<file path="config.mk">
export PLATFORM = sky130hd
export DESIGN_NAME = freelist_ctrl
export DESIGN_NICKNAME = d
export VERILOG_FILES = /design/src/rtl/freelist_pkg.sv /design/src/rtl/freelist_rel_buf.sv /design/src/rtl/freelist_ctrl.sv
export SDC_FILE = /design/constraint.sdc
export NUM_CORES = 1
export LEC_CHECK = 0
export BUFFER_PORTS_ARGS = -buffer_cell sky130_fd_sc_hd__buf_2
export CORE_MARGIN = 8
export CORE_UTILIZATION = 50
export DETAILED_ROUTE_END_ITERATION = 16
export HOLD_SLACK_MARGIN = 0.03
export PLACE_DENSITY = 0.84
export SYNTH_ARGS = -nofsm -noshare
export SYNTH_HDL_FRONTEND = slang
export SYNTH_SLANG_ARGS = --single-unit
</file>
<file path="constraint.sdc">
create_clock -name clk -period 3.3 [get_ports clk]
set_clock_uncertainty 0.1 [all_clocks]
set_input_delay 0.33 -clock clk [delete_from_list [all_inputs] [get_ports clk]]
set_output_delay 0.33 -clock clk [all_outputs]
set_load 0.01 [all_outputs]
</file>
<file path="src/rtl/freelist_pkg.sv">
// Shared types and width defaults for the physical-register freelist controller.
package freelist_pkg;

   localparam int unsigned DEF_TAG_W = 5;
   localparam int unsigned DEF_CNT_W = 5;

   typedef enum logic [1:0] {
      StRun,
      StRollback,
      StDrain
   } fl_state_e;

   typedef struct packed {
      logic [DEF_TAG_W-1:0] tag;
   } rel_entry_t;

endpackage

</file>
<file path="src/rtl/freelist_rel_buf.sv">
// Release staging FIFO: up to two pushes and two pops per cycle, in-order.
module freelist_rel_buf
   import freelist_pkg::*;
#(
   parameter int unsigned DEPTH = 4,
   parameter int unsigned TAG_W = DEF_TAG_W
) (
   input  logic                     clk,
   input  logic                     rst,
   input  logic                     push_first_i,
   input  logic                     push_second_i,
   input  logic [TAG_W-1:0]         push_tag_first_i,
   input  logic [TAG_W-1:0]         push_tag_second_i,
   input  logic                     pop_first_i,
   input  logic                     pop_second_i,
   output logic [TAG_W-1:0]         head_first_o,
   output logic [TAG_W-1:0]         head_second_o,
   output logic [$clog2(DEPTH):0]   cnt_o,
   output logic [$clog2(DEPTH):0]   cnt_next_o
);

   localparam int unsigned PTR_W = $clog2(DEPTH);
   localparam int unsigned BC_W  = PTR_W + 1;

   logic [TAG_W-1:0] mem_q [DEPTH];
   logic [PTR_W-1:0] wr_ptr_q;
   logic [PTR_W-1:0] rd_ptr_q;
   logic [BC_W-1:0]  cnt_q;

   always_comb begin
      cnt_next_o = cnt_q + BC_W'(push_first_i) + BC_W'(push_second_i)
                 - BC_W'(pop_first_i) - BC_W'(pop_second_i);
   end

   assign cnt_o         = cnt_q;
   assign head_first_o  = mem_q[rd_ptr_q];
   assign head_second_o = mem_q[rd_ptr_q + PTR_W'(1)];

   always_ff @(posedge clk) begin
      if (rst) begin
         wr_ptr_q <= '0;
         rd_ptr_q <= '0;
         cnt_q    <= '0;
      end else begin
         wr_ptr_q <= wr_ptr_q + PTR_W'(push_first_i) + PTR_W'(push_second_i);
         rd_ptr_q <= rd_ptr_q + PTR_W'(pop_first_i) + PTR_W'(pop_second_i);
         cnt_q    <= cnt_next_o;
      end
   end

   // A lone slot-1 push lands at wr_ptr so entries stay packed.
   always_ff @(posedge clk) begin
      if (push_first_i) begin
         mem_q[wr_ptr_q] <= push_tag_first_i;
      end
      if (push_second_i) begin
         mem_q[wr_ptr_q + PTR_W'(push_first_i)] <= push_tag_second_i;
      end
   end

endmodule

</file>
<file path="src/rtl/freelist_ctrl.sv">
// Freelist allocation/release/rollback controller; sole driver of freelist enables.
// Optional FREELIST_CTRL_ERR_EN adds a sticky protocol-error output err_o.
module freelist_ctrl
   import freelist_pkg::*;
#(
   parameter int unsigned PREG_NUM      = 31,
   parameter int unsigned TAG_W         = DEF_TAG_W,
   parameter int unsigned CNT_W         = DEF_CNT_W,
   parameter int unsigned REL_BUF_DEPTH = 4
) (
   input  logic             clk,
   input  logic             rst,
   input  logic             alloc_req_first_i,
   input  logic             alloc_req_second_i,
   output logic             alloc_gnt_first_o,
   output logic             alloc_gnt_second_o,
   output logic [TAG_W-1:0] alloc_tag_first_o,
   output logic [TAG_W-1:0] alloc_tag_second_o,
   input  logic             rel_first_en_i,
   input  logic             rel_second_en_i,
   input  logic [TAG_W-1:0] rel_tag_first_i,
   input  logic [TAG_W-1:0] rel_tag_second_i,
   output logic             rel_ready_o,
   input  logic             rb_start_i,
   input  logic             rb_valid_first_i,
   input  logic             rb_valid_second_i,
   input  logic [TAG_W-1:0] rb_tag_first_i,
   input  logic [TAG_W-1:0] rb_tag_second_i,
   input  logic             rb_done_i,
   output logic             fl_rd_first_en_o,
   output logic             fl_rd_second_en_o,
   input  logic [TAG_W-1:0] fl_rdata_first_i,
   input  logic [TAG_W-1:0] fl_rdata_second_i,
   output logic             fl_wr_first_en_o,
   output logic             fl_wr_second_en_o,
   output logic [TAG_W-1:0] fl_wdata_first_o,
   output logic [TAG_W-1:0] fl_wdata_second_o,
   input  logic [CNT_W-1:0] fl_num_i,
   output logic             busy_o
`ifdef FREELIST_CTRL_ERR_EN
   ,
   output logic             err_o
`endif
);

   localparam int unsigned BC_W = $clog2(REL_BUF_DEPTH) + 1;

   fl_state_e        state_q;
   logic             rel_ready_q;
   logic             in_rb;
   logic             alloc_ok;
   logic             push_first;
   logic             push_second;
   logic             pop_first;
   logic             pop_second;
   logic [TAG_W-1:0] head_first;
   logic [TAG_W-1:0] head_second;
   logic [BC_W-1:0]  buf_cnt;
   logic [BC_W-1:0]  buf_cnt_next;

   assign in_rb       = (state_q == StRollback);
   assign busy_o      = (state_q != StRun) & ~rst;
   assign rel_ready_o = rel_ready_q | rst;

   // Allocation is zero-latency; fl_num_i deliberately ignores same-cycle writes.
   always_comb begin
      alloc_ok           = ~rst & (state_q == StRun) & ~rb_start_i;
      alloc_gnt_first_o  = alloc_ok & alloc_req_first_i & (fl_num_i != '0);
      alloc_gnt_second_o = alloc_gnt_first_o & alloc_req_second_i & (fl_num_i >= CNT_W'(2));
      fl_rd_first_en_o   = alloc_gnt_first_o;
      fl_rd_second_en_o  = alloc_gnt_second_o;
      alloc_tag_first_o  = alloc_gnt_first_o ? fl_rdata_first_i : '0;
      alloc_tag_second_o = alloc_gnt_second_o ? fl_rdata_second_i : '0;
   end

   always_comb begin
      push_first  = rel_first_en_i & rel_ready_q & ~rst;
      push_second = rel_second_en_i & rel_ready_q & ~rst;
      pop_first   = ~rst & ~in_rb & (buf_cnt != '0);
      pop_second  = ~rst & ~in_rb & (buf_cnt >= BC_W'(2));
      if (in_rb) begin
         // Single rollback write always rides port 0.
         fl_wr_first_en_o  = ~rst & (rb_valid_first_i | rb_valid_second_i);
         fl_wr_second_en_o = ~rst & rb_valid_first_i & rb_valid_second_i;
         fl_wdata_first_o  = rb_valid_first_i ? rb_tag_first_i : rb_tag_second_i;
         fl_wdata_second_o = rb_tag_second_i;
      end else begin
         fl_wr_first_en_o  = pop_first;
         fl_wr_second_en_o = pop_second;
         fl_wdata_first_o  = head_first;
         fl_wdata_second_o = head_second;
      end
   end

   freelist_rel_buf #(
      .DEPTH (REL_BUF_DEPTH),
      .TAG_W (TAG_W)
   ) u_rel_buf (
      .clk               (clk),
      .rst               (rst),
      .push_first_i      (push_first),
      .push_second_i     (push_second),
      .push_tag_first_i  (rel_tag_first_i),
      .push_tag_second_i (rel_tag_second_i),
      .pop_first_i       (pop_first),
      .pop_second_i      (pop_second),
      .head_first_o      (head_first),
      .head_second_o     (head_second),
      .cnt_o             (buf_cnt),
      .cnt_next_o        (buf_cnt_next)
   );

   always_ff @(posedge clk) begin
      if (rst) begin
         state_q     <= StRun;
         rel_ready_q <= 1'b1;
      end else begin
         rel_ready_q <= (buf_cnt_next <= BC_W'(REL_BUF_DEPTH - 2));
         unique case (state_q)
            StRun: begin
               if (rb_start_i) state_q <= StRollback;
            end
            StRollback: begin
               if (rb_done_i) state_q <= (buf_cnt_next != '0) ? StDrain : StRun;
            end
            StDrain: begin
               if (buf_cnt_next == '0) state_q <= StRun;
            end
            default: state_q <= StRun;
         endcase
      end
   end

`ifdef FREELIST_CTRL_ERR_EN
   localparam int unsigned EW = CNT_W + 2;

   logic err_q;
   logic err_set;

   always_comb begin
      err_set = ((rel_first_en_i | rel_second_en_i) & ~rel_ready_q)
              | ((EW'(fl_num_i) + EW'(fl_wr_first_en_o) + EW'(fl_wr_second_en_o))
                 > EW'(PREG_NUM))
              | (alloc_req_second_i & ~alloc_req_first_i)
              | ((rb_valid_first_i | rb_valid_second_i) & ~in_rb);
   end

   always_ff @(posedge clk) begin
      if (rst) begin
         err_q <= 1'b0;
      end else if (err_set) begin
         err_q <= 1'b1;
      end
   end

   assign err_o = err_q;
`endif

endmodule

</file>
==> summary.md <==
| Metric | Value |
|---|---|
| Min-Delay Startpoint | `rb_done_i` |
| Fin crit period | `2560 ps` |
| R2r worst-path depth | `8` |
| Cell variety after synth | `38` |
| Vias in the first global route | `1735` |
| Pwr dens | `604 nW/µm²` |
| CP Buf/Inv Count | `1` |
| Via density | `5.33` |
| XOR/XNOR Fraction of Synth Area | `2.82%` |
| Syn_nets | `245` |
| First-pass GRT wire length | `7930 µm` |
| FMAX | `391 MHz` |
| Post-Synth Adder-Cell Area | `5.39%` |
| Share of the synthesized area in the top cell type | `29.4%` |
| Crit. End Element | `flip-flop` |
| Mapped Cells | `193` |
| FP Rows | `23` |
| CTS buffer count | `5` |
| Routed Antenna Nets | `0` |
| Worst-path cell chain | `nor2b_1, nor3_1, fa_1, inv_1, fa_1, ha_1, xnor3_1, a211oi_1` |
| GR Util All Layers | `15.4%` |
| HP Class | `input port to flip-flop` |
| Worst Setup EP | `state_q[1]` |
| Most instantiated cells after synthesis | `nor2_1, edfxtp_1, mux2_2, mux2i_1, nor2b_1` |
| Register area share after synthesis | `39.2%` |
| Final GP Congestion | `0.770` |
| RSZ-0062 raised after global routing | `false` |
| Post-CTS sizing | `0` |
| Worst Tran Pin Value | `863 ps` |
| Slew Limit Fails | `0` |
| Leakage power | `1.10 nW` |
| DP HPWL | `3930 µm` |
| Worst setup SP type | `flip-flop` |
| Top-count cell post-synth | `nor2_1` |
| Final period util | `77.5%` |
| TritonCTS clock tree | `yes` |
| CP top delay family | `adder cells` |
| CP peak stage delay | `520 ps` |
| Clock latency on the worst-skew pair | `270 ps` |
| Diodes inserted | `0` |
| Root Buffer | `clkbuf_8` |
| CP most frequent cell | `fa_1` |
| Crit Path Max Fanout | `7` |
| Max-capacitance violation count | `0` |
| Layout cells sized above 1 | `38.6%` |
| Ys async rst share | `0%` |
| I/O Pins | `73` |
| Synth Area per Inst | `10.6 µm²` |
| Total gr overflow | `0` |
| Core area | `3970 µm²` |
| Reg-to-reg startpoint | `state_q[0]` |
| Crit path from | `state_q[0]` |
| Drt first pass iters | `4` |
| Setup-failing EPs final | `0` |
| Initial Utilization | `51.4%` |
| Clk slew on worst S/H paths | `60 ps` |
| Routed length per instance | `15.6 µm` |
| Slowest-stage cell, CP | `fa_1` |
| Mapped Area | `2040 µm²` |
| Largest net degree at the start of global routing | `21` |
| Crit path depth | `8` |
| H-tree levels | `2` |
| Net count, final | `315` |
| Crit Path Class | `flip-flop to flip-flop` |
| Slew margin rel. | `42.4%` |
| Setup_tns | `0 ps` |
| CTS sink cnt | `30` |
| Synth-to-layout area growth | `22.4%` |
| DRT Wirelength | `4900 µm` |
| Syn. warnings | `0` |
| Synth Area in Compound Gates | `11.6%` |
| Hold Fails Final Rpt | `0` |
| Die Ht | `79.9 µm` |
| Synth area leader | `edfxtp_1` |
| Simple-gate share of the synthesized area | `16.0%` |
| Prevailing post-synth register cell | `edfxtp_1` |
| Area post-placement | `2420 µm²` |
| Arrival time worst endpoint | `2630 ps` |
| Multiplexer share of the synthesized area | `19.3%` |
| # hold bufs at CTS | `0` |
| Largest cells by area after synthesis | `edfxtp_1, dfxtp_1, mux2_2` |
| Setup bufs post-CTS | `0` |
| Internal reg-to-reg setup slack | `740 ps` |
| Status | `completed` |
| Longest Clk Path Bufs | `2` |
| Detailed Route Iter0 Violations | `58` |
| Port Buf Inserts | `72` |
| Post-Layout Inst Area | `2500 µm²` |
| Seq cells post-synth | `30` |
| R2R Path End | `state_q[1]` |
| WP data required | `3380 ps` |
| Initial antenna violation count | `0` |
| Peak supply drop | `279 µV` |
| DIE AREA | `6390 µm²` |
| Largest family of logic cells by synthesized area | `multiplexers` |
| Vias | `1673` |
| Post-synth EDFFs | `20` |
| Residual DRC | `0` |
| Die width | `79.9 µm` |
==> how the worst min path moves through the flow <==
stage,end,slack [ps],depth (start not counted)
floorplan,state_q[0],340,1
global placement,state_q[0],420,1
detailed placement,state_q[0],410,1
CTS,state_q[0],160,2
global route,state_q[0],180,2
finish,state_q[0],160,2
==> stage by stage <==
step	cells	hold slack, ps	setup slack [ps]	utilization (%)	total power [mW]
final	314	164	742	62.9	1.51
after global routing	314	182	571	62.9	1.63
after floorplan	193	344	767	-	1.02
after CTS	314	156	744	62.9	1.52
after global placement	306	415	767	60.9	1.22
after detailed placement	306	413	690	60.9	1.24
==> metal layers <==
layer | track usage (%) | wire length (µm) | up-vias
li1 | - | - | 854
met1 | 17.2 | 2140 | 756
met2 | 25.5 | 2180 | 54
met3 | 5.07 | 448 | 9
met4 | 8.18 | 127 | 0
met5 | 0 | 0 | -
==> cells by family (layout without fill, tap and decap cells) <==
kind of cell    Yosys count  in the layout
fa+ha+maj                 7              7
mux                      35             35
buf+inv                  24             95
simple gates             60             60
flops                    30             30
xor+xnor                  5              5
compound gates           32             32
==> cell usage in the layout (no fill, tap or decap), types with 2 or more instances in the layout <==
cell type	Yosys	final
buf_4	2	4
a221oi_1	5	5
ha_1	4	4
clkbuf_1	5	3
nor2b_1	14	14
or3_1	2	2
and2b_1	2	2
o21ai_0	3	3
mux2_4	5	5
clkbuf_8	0	5
a21oi_1	3	3
buf_2	4	72
fa_1	3	3
mux2_2	15	15
o22ai_1	2	2
xnor2_1	3	3
dfxtp_1	10	10
nor2_1	21	21
a2111oi_0	6	6
nor3_1	4	4
mux2i_1	15	15
inv_1	11	11
nand2b_1	2	2
a211oi_1	12	12
and2_1	6	6
edfxtp_1	20	20
==> worst register-to-register path, stage by stage (launching register included) <==
cell and delay (ps):
dfxtp_1 420, nor2b_1 250, nor3_1 130, fa_1 520
inv_1 50, fa_1 360, ha_1 190, xnor3_1 200
a211oi_1 250
==> power by group <==
| group | internal [mW] | leakage [nW] | switching [mW] | total [mW] |
|---|---|---|---|---|
| logic | 0.334 | 0.794 | 0.344 | 0.677 |
| clock network | 0.149 | 0.0395 | 0.123 | 0.273 |
| registers | 0.481 | 0.265 | 0.0797 | 0.561 |
==> sequential cells by signal, summed over array words and instances (netlist names) <==
signal,cells
u_rel_buf.wr_ptr_q,2
state_q,2
u_rel_buf.rd_ptr_q,2
rel_ready_q,1
u_rel_buf.cnt_o,3
u_rel_buf.mem_q,20
==> area by class of cell <==
cell class,count,area [µm²]
inverter,11,41.3
clock buffer,8,80.1
multi-input combinational,139,1120
sequential,30,801
tap,50,62.6
timing repair buffer,76,390
fill,316,1470
(Power assumes the default switching activity.)
